`src/rtl/sub_64_pkg.sv`:
```
// ---------------------------------------------------------------------------
// sub_64_pkg
// Shared widths and types for the pipelined 64-bit subtractor.
//   DATA_W   : operand / result width
//   SLICE_W  : width of one pipeline slice
//   N_STAGES : number of slices (one pipeline register stage per slice)
// ---------------------------------------------------------------------------
package sub_64_pkg;

    localparam int DATA_W   = 64;
    localparam int SLICE_W  = 16;
    localparam int N_STAGES = 4;

    typedef logic [DATA_W-1:0]  word_t;
    typedef logic [SLICE_W-1:0] slice_t;

    // Two's-complement overflow of a subtraction, from the sign bits alone:
    // the operands differ in sign and the result's sign differs from a's.
    function automatic logic sub_ovf(input logic a_msb,
                                     input logic b_msb,
                                     input logic d_msb);
        return (a_msb ^ b_msb) & (d_msb ^ a_msb);
    endfunction

endpackage

```
`src/rtl/sub_64_if.sv`:
```
// ---------------------------------------------------------------------------
// sub_64_if
// Valid/ready handshake bundle for the 64-bit subtractor.
//   Input side : in_valid, in_ready, a_in, b_in, borrow_in
//   Output side: out_valid, out_ready, diff_out, borrow_out, ovf_out
// Modports:
//   master : producer/consumer around the subtractor (e.g. a testbench)
//   slave  : the subtractor itself
// ---------------------------------------------------------------------------
interface sub_64_if;
    import sub_64_pkg::*;

    logic  in_valid;
    logic  in_ready;
    word_t a_in;
    word_t b_in;
    logic  borrow_in;

    logic  out_valid;
    logic  out_ready;
    word_t diff_out;
    logic  borrow_out;
    logic  ovf_out;

    modport master (
        output in_valid, a_in, b_in, borrow_in, out_ready,
        input  in_ready, out_valid, diff_out, borrow_out, ovf_out
    );

    modport slave (
        input  in_valid, a_in, b_in, borrow_in, out_ready,
        output in_ready, out_valid, diff_out, borrow_out, ovf_out
    );

endinterface

```
`src/rtl/sub_16.sv`:
```
// ---------------------------------------------------------------------------
// sub_16
// Combinational 16-bit subtract slice: {borrow_o, diff_o} = a_i - b_i - borrow_i
// Ports:
//   a_i      : minuend slice
//   b_i      : subtrahend slice
//   borrow_i : borrow into the slice LSB
//   diff_o   : difference slice (mod 2^16)
//   borrow_o : borrow out of the slice MSB
// ---------------------------------------------------------------------------
module sub_16
    import sub_64_pkg::*;
(
    input  slice_t a_i,
    input  slice_t b_i,
    input  logic   borrow_i,
    output slice_t diff_o,
    output logic   borrow_o
);

    // One extra bit: a negative result (borrow) lands as a 1 in the top bit.
    logic [SLICE_W:0] wide;

    assign wide     = {1'b0, a_i} - {1'b0, b_i} - {{SLICE_W{1'b0}}, borrow_i};
    assign diff_o   = wide[SLICE_W-1:0];
    assign borrow_o = wide[SLICE_W];

endmodule

```
`src/rtl/sub_64.sv`:
```
// ---------------------------------------------------------------------------
// sub_64
// Four-stage pipelined 64-bit unsigned subtractor with valid/ready handshake.
// Each stage resolves one 16-bit slice; the borrow travels one stage per
// cycle while operand slices are skewed to meet it. All four slices leave
// stage 3 together, 4 cycles after acceptance, one result per cycle.
// Ports:
//   clk   : clock, rising edge
//   rst_n : synchronous active-low reset
//   bus   : sub_64_if.slave (in_valid/in_ready/a_in/b_in/borrow_in,
//           out_valid/out_ready/diff_out/borrow_out/ovf_out)
// ---------------------------------------------------------------------------
module sub_64
    import sub_64_pkg::*;
(
    input  logic     clk,
    input  logic     rst_n,
    sub_64_if.slave  bus
);

    // Per-stage pipeline registers. a_q/b_q carry the full operands; each
    // stage only reads the slice it still needs (plus the sign bits at the
    // end), the rest is dead weight the synthesiser trims away.
    logic  valid_q  [N_STAGES];
    logic  borrow_q [N_STAGES];
    word_t a_q      [N_STAGES];
    word_t b_q      [N_STAGES];
    word_t diff_q   [N_STAGES];

    // Next-state partial differences and slice datapath wiring.
    word_t  diff_d  [N_STAGES];
    slice_t sl_a    [N_STAGES];
    slice_t sl_b    [N_STAGES];
    slice_t sl_diff [N_STAGES];
    logic   sl_bin  [N_STAGES];
    logic   sl_bout [N_STAGES];

    // Single global enable: the whole pipe freezes when the last stage holds
    // a result nobody is taking. No per-stage skid buffering.
    logic stall;
    logic advance;

    assign stall        = valid_q[N_STAGES-1] & ~bus.out_ready;
    assign advance      = ~stall;
    assign bus.in_ready = advance;

    generate
        for (genvar gi = 0; gi < N_STAGES; gi++) begin : g_stage
            if (gi == 0) begin : g_first
                // Slice 0 works straight off the inputs.
                assign sl_a[gi]   = bus.a_in[SLICE_W-1:0];
                assign sl_b[gi]   = bus.b_in[SLICE_W-1:0];
                assign sl_bin[gi] = bus.borrow_in;
                assign diff_d[gi] = {{(DATA_W-SLICE_W){1'b0}}, sl_diff[gi]};
            end else begin : g_rest
                // Slice gi reads operands that have been delayed gi stages
                // and the borrow registered by the previous stage.
                assign sl_a[gi]   = a_q[gi-1][gi*SLICE_W +: SLICE_W];
                assign sl_b[gi]   = b_q[gi-1][gi*SLICE_W +: SLICE_W];
                assign sl_bin[gi] = borrow_q[gi-1];
                // Bits above the finished low slices are always zero in
                // diff_q (cleared at reset, zero-extended at stage 0), so the
                // new slice can simply be OR'd into its position.
                assign diff_d[gi] = diff_q[gi-1]
                                  | (word_t'(sl_diff[gi]) << (gi*SLICE_W));
            end

            sub_16 u_slice (
                .a_i      (sl_a[gi]),
                .b_i      (sl_b[gi]),
                .borrow_i (sl_bin[gi]),
                .diff_o   (sl_diff[gi]),
                .borrow_o (sl_bout[gi])
            );
        end
    endgenerate

    always_ff @(posedge clk) begin
        if (!rst_n) begin
            for (int s = 0; s < N_STAGES; s++) begin
                valid_q[s]  <= 1'b0;
                borrow_q[s] <= 1'b0;
                a_q[s]      <= '0;
                b_q[s]      <= '0;
                diff_q[s]   <= '0;
            end
        end else if (advance) begin
            // A bubble (in_valid=0) still shifts through; only its valid bit
            // matters downstream.
            valid_q[0] <= bus.in_valid;
            a_q[0]     <= bus.a_in;
            b_q[0]     <= bus.b_in;
            for (int s = 0; s < N_STAGES; s++) begin
                diff_q[s]   <= diff_d[s];
                borrow_q[s] <= sl_bout[s];
            end
            for (int s = 1; s < N_STAGES; s++) begin
                valid_q[s] <= valid_q[s-1];
                a_q[s]     <= a_q[s-1];
                b_q[s]     <= b_q[s-1];
            end
        end
    end

    assign bus.out_valid  = valid_q[N_STAGES-1];
    assign bus.diff_out   = diff_q[N_STAGES-1];
    assign bus.borrow_out = borrow_q[N_STAGES-1];
    assign bus.ovf_out    = sub_ovf(a_q[N_STAGES-1][DATA_W-1],
                                    b_q[N_STAGES-1][DATA_W-1],
                                    diff_q[N_STAGES-1][DATA_W-1]);

endmodule

```
`src/flat_wrapper.sv`:
```
// flat-port wrapper written by rule: the top's interface ports become plain ports
module sub_64_flat import sub_64_pkg::*;
  (clk, rst_n, bus_in_valid, bus_a_in, bus_b_in, bus_borrow_in, bus_out_ready, bus_in_ready, bus_out_valid, bus_diff_out, bus_borrow_out, bus_ovf_out);
  sub_64_if bus_i ();
  input  logic clk;
  input  logic rst_n;
  input wire logic [$bits(bus_i.in_valid)-1:0] bus_in_valid;
  input wire logic [$bits(bus_i.a_in)-1:0] bus_a_in;
  input wire logic [$bits(bus_i.b_in)-1:0] bus_b_in;
  input wire logic [$bits(bus_i.borrow_in)-1:0] bus_borrow_in;
  input wire logic [$bits(bus_i.out_ready)-1:0] bus_out_ready;
  output wire logic [$bits(bus_i.in_ready)-1:0] bus_in_ready;
  output wire logic [$bits(bus_i.out_valid)-1:0] bus_out_valid;
  output wire logic [$bits(bus_i.diff_out)-1:0] bus_diff_out;
  output wire logic [$bits(bus_i.borrow_out)-1:0] bus_borrow_out;
  output wire logic [$bits(bus_i.ovf_out)-1:0] bus_ovf_out;
  assign bus_i.in_valid = bus_in_valid;
  assign bus_i.a_in = bus_a_in;
  assign bus_i.b_in = bus_b_in;
  assign bus_i.borrow_in = bus_borrow_in;
  assign bus_i.out_ready = bus_out_ready;
  assign bus_in_ready = bus_i.in_ready;
  assign bus_out_valid = bus_i.out_valid;
  assign bus_diff_out = bus_i.diff_out;
  assign bus_borrow_out = bus_i.borrow_out;
  assign bus_ovf_out = bus_i.ovf_out;
  sub_64 u_core (.clk(clk), .rst_n(rst_n), .bus(bus_i));
endmodule
```
`config.mk`:
```
export PLATFORM = sky130hd
export DESIGN_NAME = sub_64_flat
export DESIGN_NICKNAME = d
export VERILOG_FILES = /design/src/rtl/sub_64_pkg.sv /design/src/rtl/sub_64_if.sv /design/src/rtl/sub_16.sv /design/src/rtl/sub_64.sv /design/src/flat_wrapper.sv
export SDC_FILE = /design/constraint.sdc
export NUM_CORES = 1
export LEC_CHECK = 0
export CAP_MARGIN = 20
export CORE_MARGIN = 2
export CORE_UTILIZATION = 50
export DETAILED_ROUTE_END_ITERATION = 10
export PLACE_DENSITY = 0.73
export SLEW_MARGIN = 20
export SYNTH_ARGS = -nofsm -noshare
export SYNTH_HDL_FRONTEND = slang
export SYNTH_SLANG_ARGS = --single-unit
export TNS_END_PERCENT = 1
```
`constraint.sdc`:
```
create_clock -name clk -period 14 [get_ports clk]
set_clock_uncertainty 0.15 [all_clocks]
set_input_delay 4.2 -clock clk [delete_from_list [all_inputs] [get_ports clk]]
set_output_delay 4.2 -clock clk [all_outputs]
set_load 0.01 [all_outputs]
```
==> reports/results.txt <==
Status = finished, final reports clean
Post-DP HPWL = 21540 um
Die W = 192.0 um
Synth cell types = 56
Post-Syn Area = 17680 um2
Multi-input logic area = 5864 um2
Hold Vio Cnt, Final = 0
Post-synthesis net count = 1709
Area of the core = 34710 um2
CTS buffer count = 39
Antenna violations before repair = 0
Top cell type's share of synthesized area = 0.6047
Drt initial violations = 675
Clock Path Buffers = 3
Ys Warns = 0
Final Max Slew Viols = 0
Drt first pass iters = 5
Worst Path Arrival = 6190 ps
Critical path peak fanout = 69
Clock-pin slew on the worst setup and hold paths = 60 ps
Tot GR Track Use = 0.1738
Max VDD drop = 0.07783 mV
Fill cell count = 2707
Pin count of the biggest net entering global routing = 153
Synth area leader = edfxtp_1
Clock sinks = 362
Nets@finish = 1882
R2R setup slack = 10370 ps
Critical Path Start Type = primary input
MaxCap Viol Count = 0
DP Area = 20040 um2
Worst slack, placed = 3486 ps
Comb pwr share = 0.173
Worst path most repeated cell = clkdlybuf4s50_1
Hold buffer count at CTS = 0
Leakage Power = 9.895 nW
Worst Slack Setup Final = 3463 ps
Top cells by area, synth = edfxtp_1 (60%), and3_1 (10%), ha_1 (8.5%)
DR vias/cell = 5.254
P_sw = 0.6773 mW
WS Path Type = primary input to output pin
Period utilization = 0.7526
Drt drc = 0
Commonest non-fill, non-tap cells in the layout = edfxtp_1 (356), and3_1 (293), clkdlybuf4s50_1 (199)
Synth Instances = 1448
Sw frac = 0.2429
Clock share of power = 0.348
Num ports = 201
Power Total = 2.788 mW
CTS tree = built
Starting utilization of the core area = 0.5093
Synth Register Bits = 362
Number of synthesized flops with an enable pin = 356
Commonest non-fill, non-tap cell in the layout = edfxtp_1
CP max-delay cell = nor2b_1
Worst skew pair latency = 530 ps
Share of the yosys chip area belonging to registers = 0.6115
RSZ-0062 raised after global routing = no
Remaining Overflow, GRT = 0
Ant diodes = 0
Crit end category = output pin
Worst Hold Class = flop to flop
Layout Utilization = 0.6125
Die area = 36880 um2
Crit path cell chain = clkdlybuf4s50_1, nor2b_1, inv_6, clkdlybuf4s50_1
Setup TNS Final = 0 ps
DR vias = 11060
Req. time, crit path = 9650 ps
Minimum clock period = 10540 ps
Non-Filler Instances = 2106
Worst hold margin = 308.8 ps
ANT nets after route = 0
Die height = 192.0 um
First-pass GRT wire length = 51170 um
Pwr Density = 131.1 nW/um2
FP Rows = 68
Pin slew with the least headroom to its limit = 1038 ps
Total area of sequential cells = 10810 um2
Post-CTS setup buffers = 0
Max-Slew Margin vs Limit = 0.3081
Max stage delay on crit path = 620 ps
I/O Buffers = 200
Gpl congestion = 0.8588
Number of global-route vias before repair = 10450
Layout cell share with drive strength beyond 1 = 0.04543
Post-synthesis async set-or-reset flop share = 0
Placed Cells = 2035
Post-DR wirelength/cell = 15.40 um
Setup Viol. Count Final = 0
Area Overhead vs Synth = 20.27%
CTS HTree Levels = 2
Routed WL = 32430 um
Mapped Avg Cell Area = 12.21 um2
Main synth FF type = edfxtp_1
Internal power = 2.111 mW
FMAX = 0.09490 GHz
Sequential share of power = 0.479
Post-route cell area = 21260 um2
Root Buffer = clkbuf_16
Post-CTS sizing = 0
[routing by layer]
metal  share of wire  track usage  vias up
li1                -            -     5504
met1            0.42       0.2174     5218
met2            0.49       0.2962      268
met3           0.048      0.02905       74
met4           0.042      0.07957        0
met5               0            0        -
[sequential cells by signal, indices dropped and copies added, names as in the netlist]
register         count
u_core.b_q          97
u_core.diff_q      160
u_core.valid_q       4
u_core.borrow_q      4
u_core.a_q          97
[critical path: cells and delay by family]
kind,cells,cell delay (ps)
buffers and inverters,3,1310
AND/OR/NAND/NOR,1,620
[cell families (layout without fill, tap and decap cells)]
logic type,count (synthesis),in the layout,share of synthesized area
muxes,1,1,0.0005662
and+or+nand+nor,466,466,0.1469
adders and majority gates,128,128,0.09399
xor gates and xnor gates,58,58,0.02874
DFF,362,362,0.6115
buffers and inverters,270,473,0.05733
AOI/OAI and AO/OA,163,163,0.06094
[cells in the mapped netlist, drive strengths merged (9+ instances only)]
cell type,n
a21o,17
nand2b,11
nor2,82
edfxtp,356
ha,120
and3,293
xnor2,31
clkbuf,77
inv,193
o21ai,33
a21oi,41
o21a,14
a31oi,9
xor2,27
nand2,44
[cell type report]
| class | count | area share |
|---|---|---|
| multi-input combinational | 816 | 0.2758 |
| timing repair buffer | 209 | 0.09757 |
| clock inverter | 25 | 0.008945 |
| tap | 455 | 0.02678 |
| sequential | 362 | 0.5084 |
| clock buffer | 46 | 0.04814 |
| inverter | 193 | 0.03431 |
[power groups by stage]
| stage | Combinational, mW | Sequential, mW | Clock (mW) |
|---|---|---|---|
| CTS | 0.484 | 1.34 | 0.995 |
| global placement | 0.468 | 1.35 | 0 |
| global route | 0.538 | 1.34 | 1.04 |
| finish | 0.483 | 1.34 | 0.970 |
| detailed placement | 0.481 | 1.36 | 0 |
| floorplan | 0.311 | 1.36 | 0 |
[worst paths after layout]
path | start | to | cells after the start
worst max register to register | u_core.valid_q[3] | u_core.b_q[0][16] | 4
worst min-delay path | u_core.valid_q[2] | u_core.valid_q[2] | 2
worst min register to register | u_core.valid_q[2] | u_core.valid_q[2] | 2
worst max-delay path | bus_out_ready | bus_in_ready | 4
(Power assumes the default switching activity.)
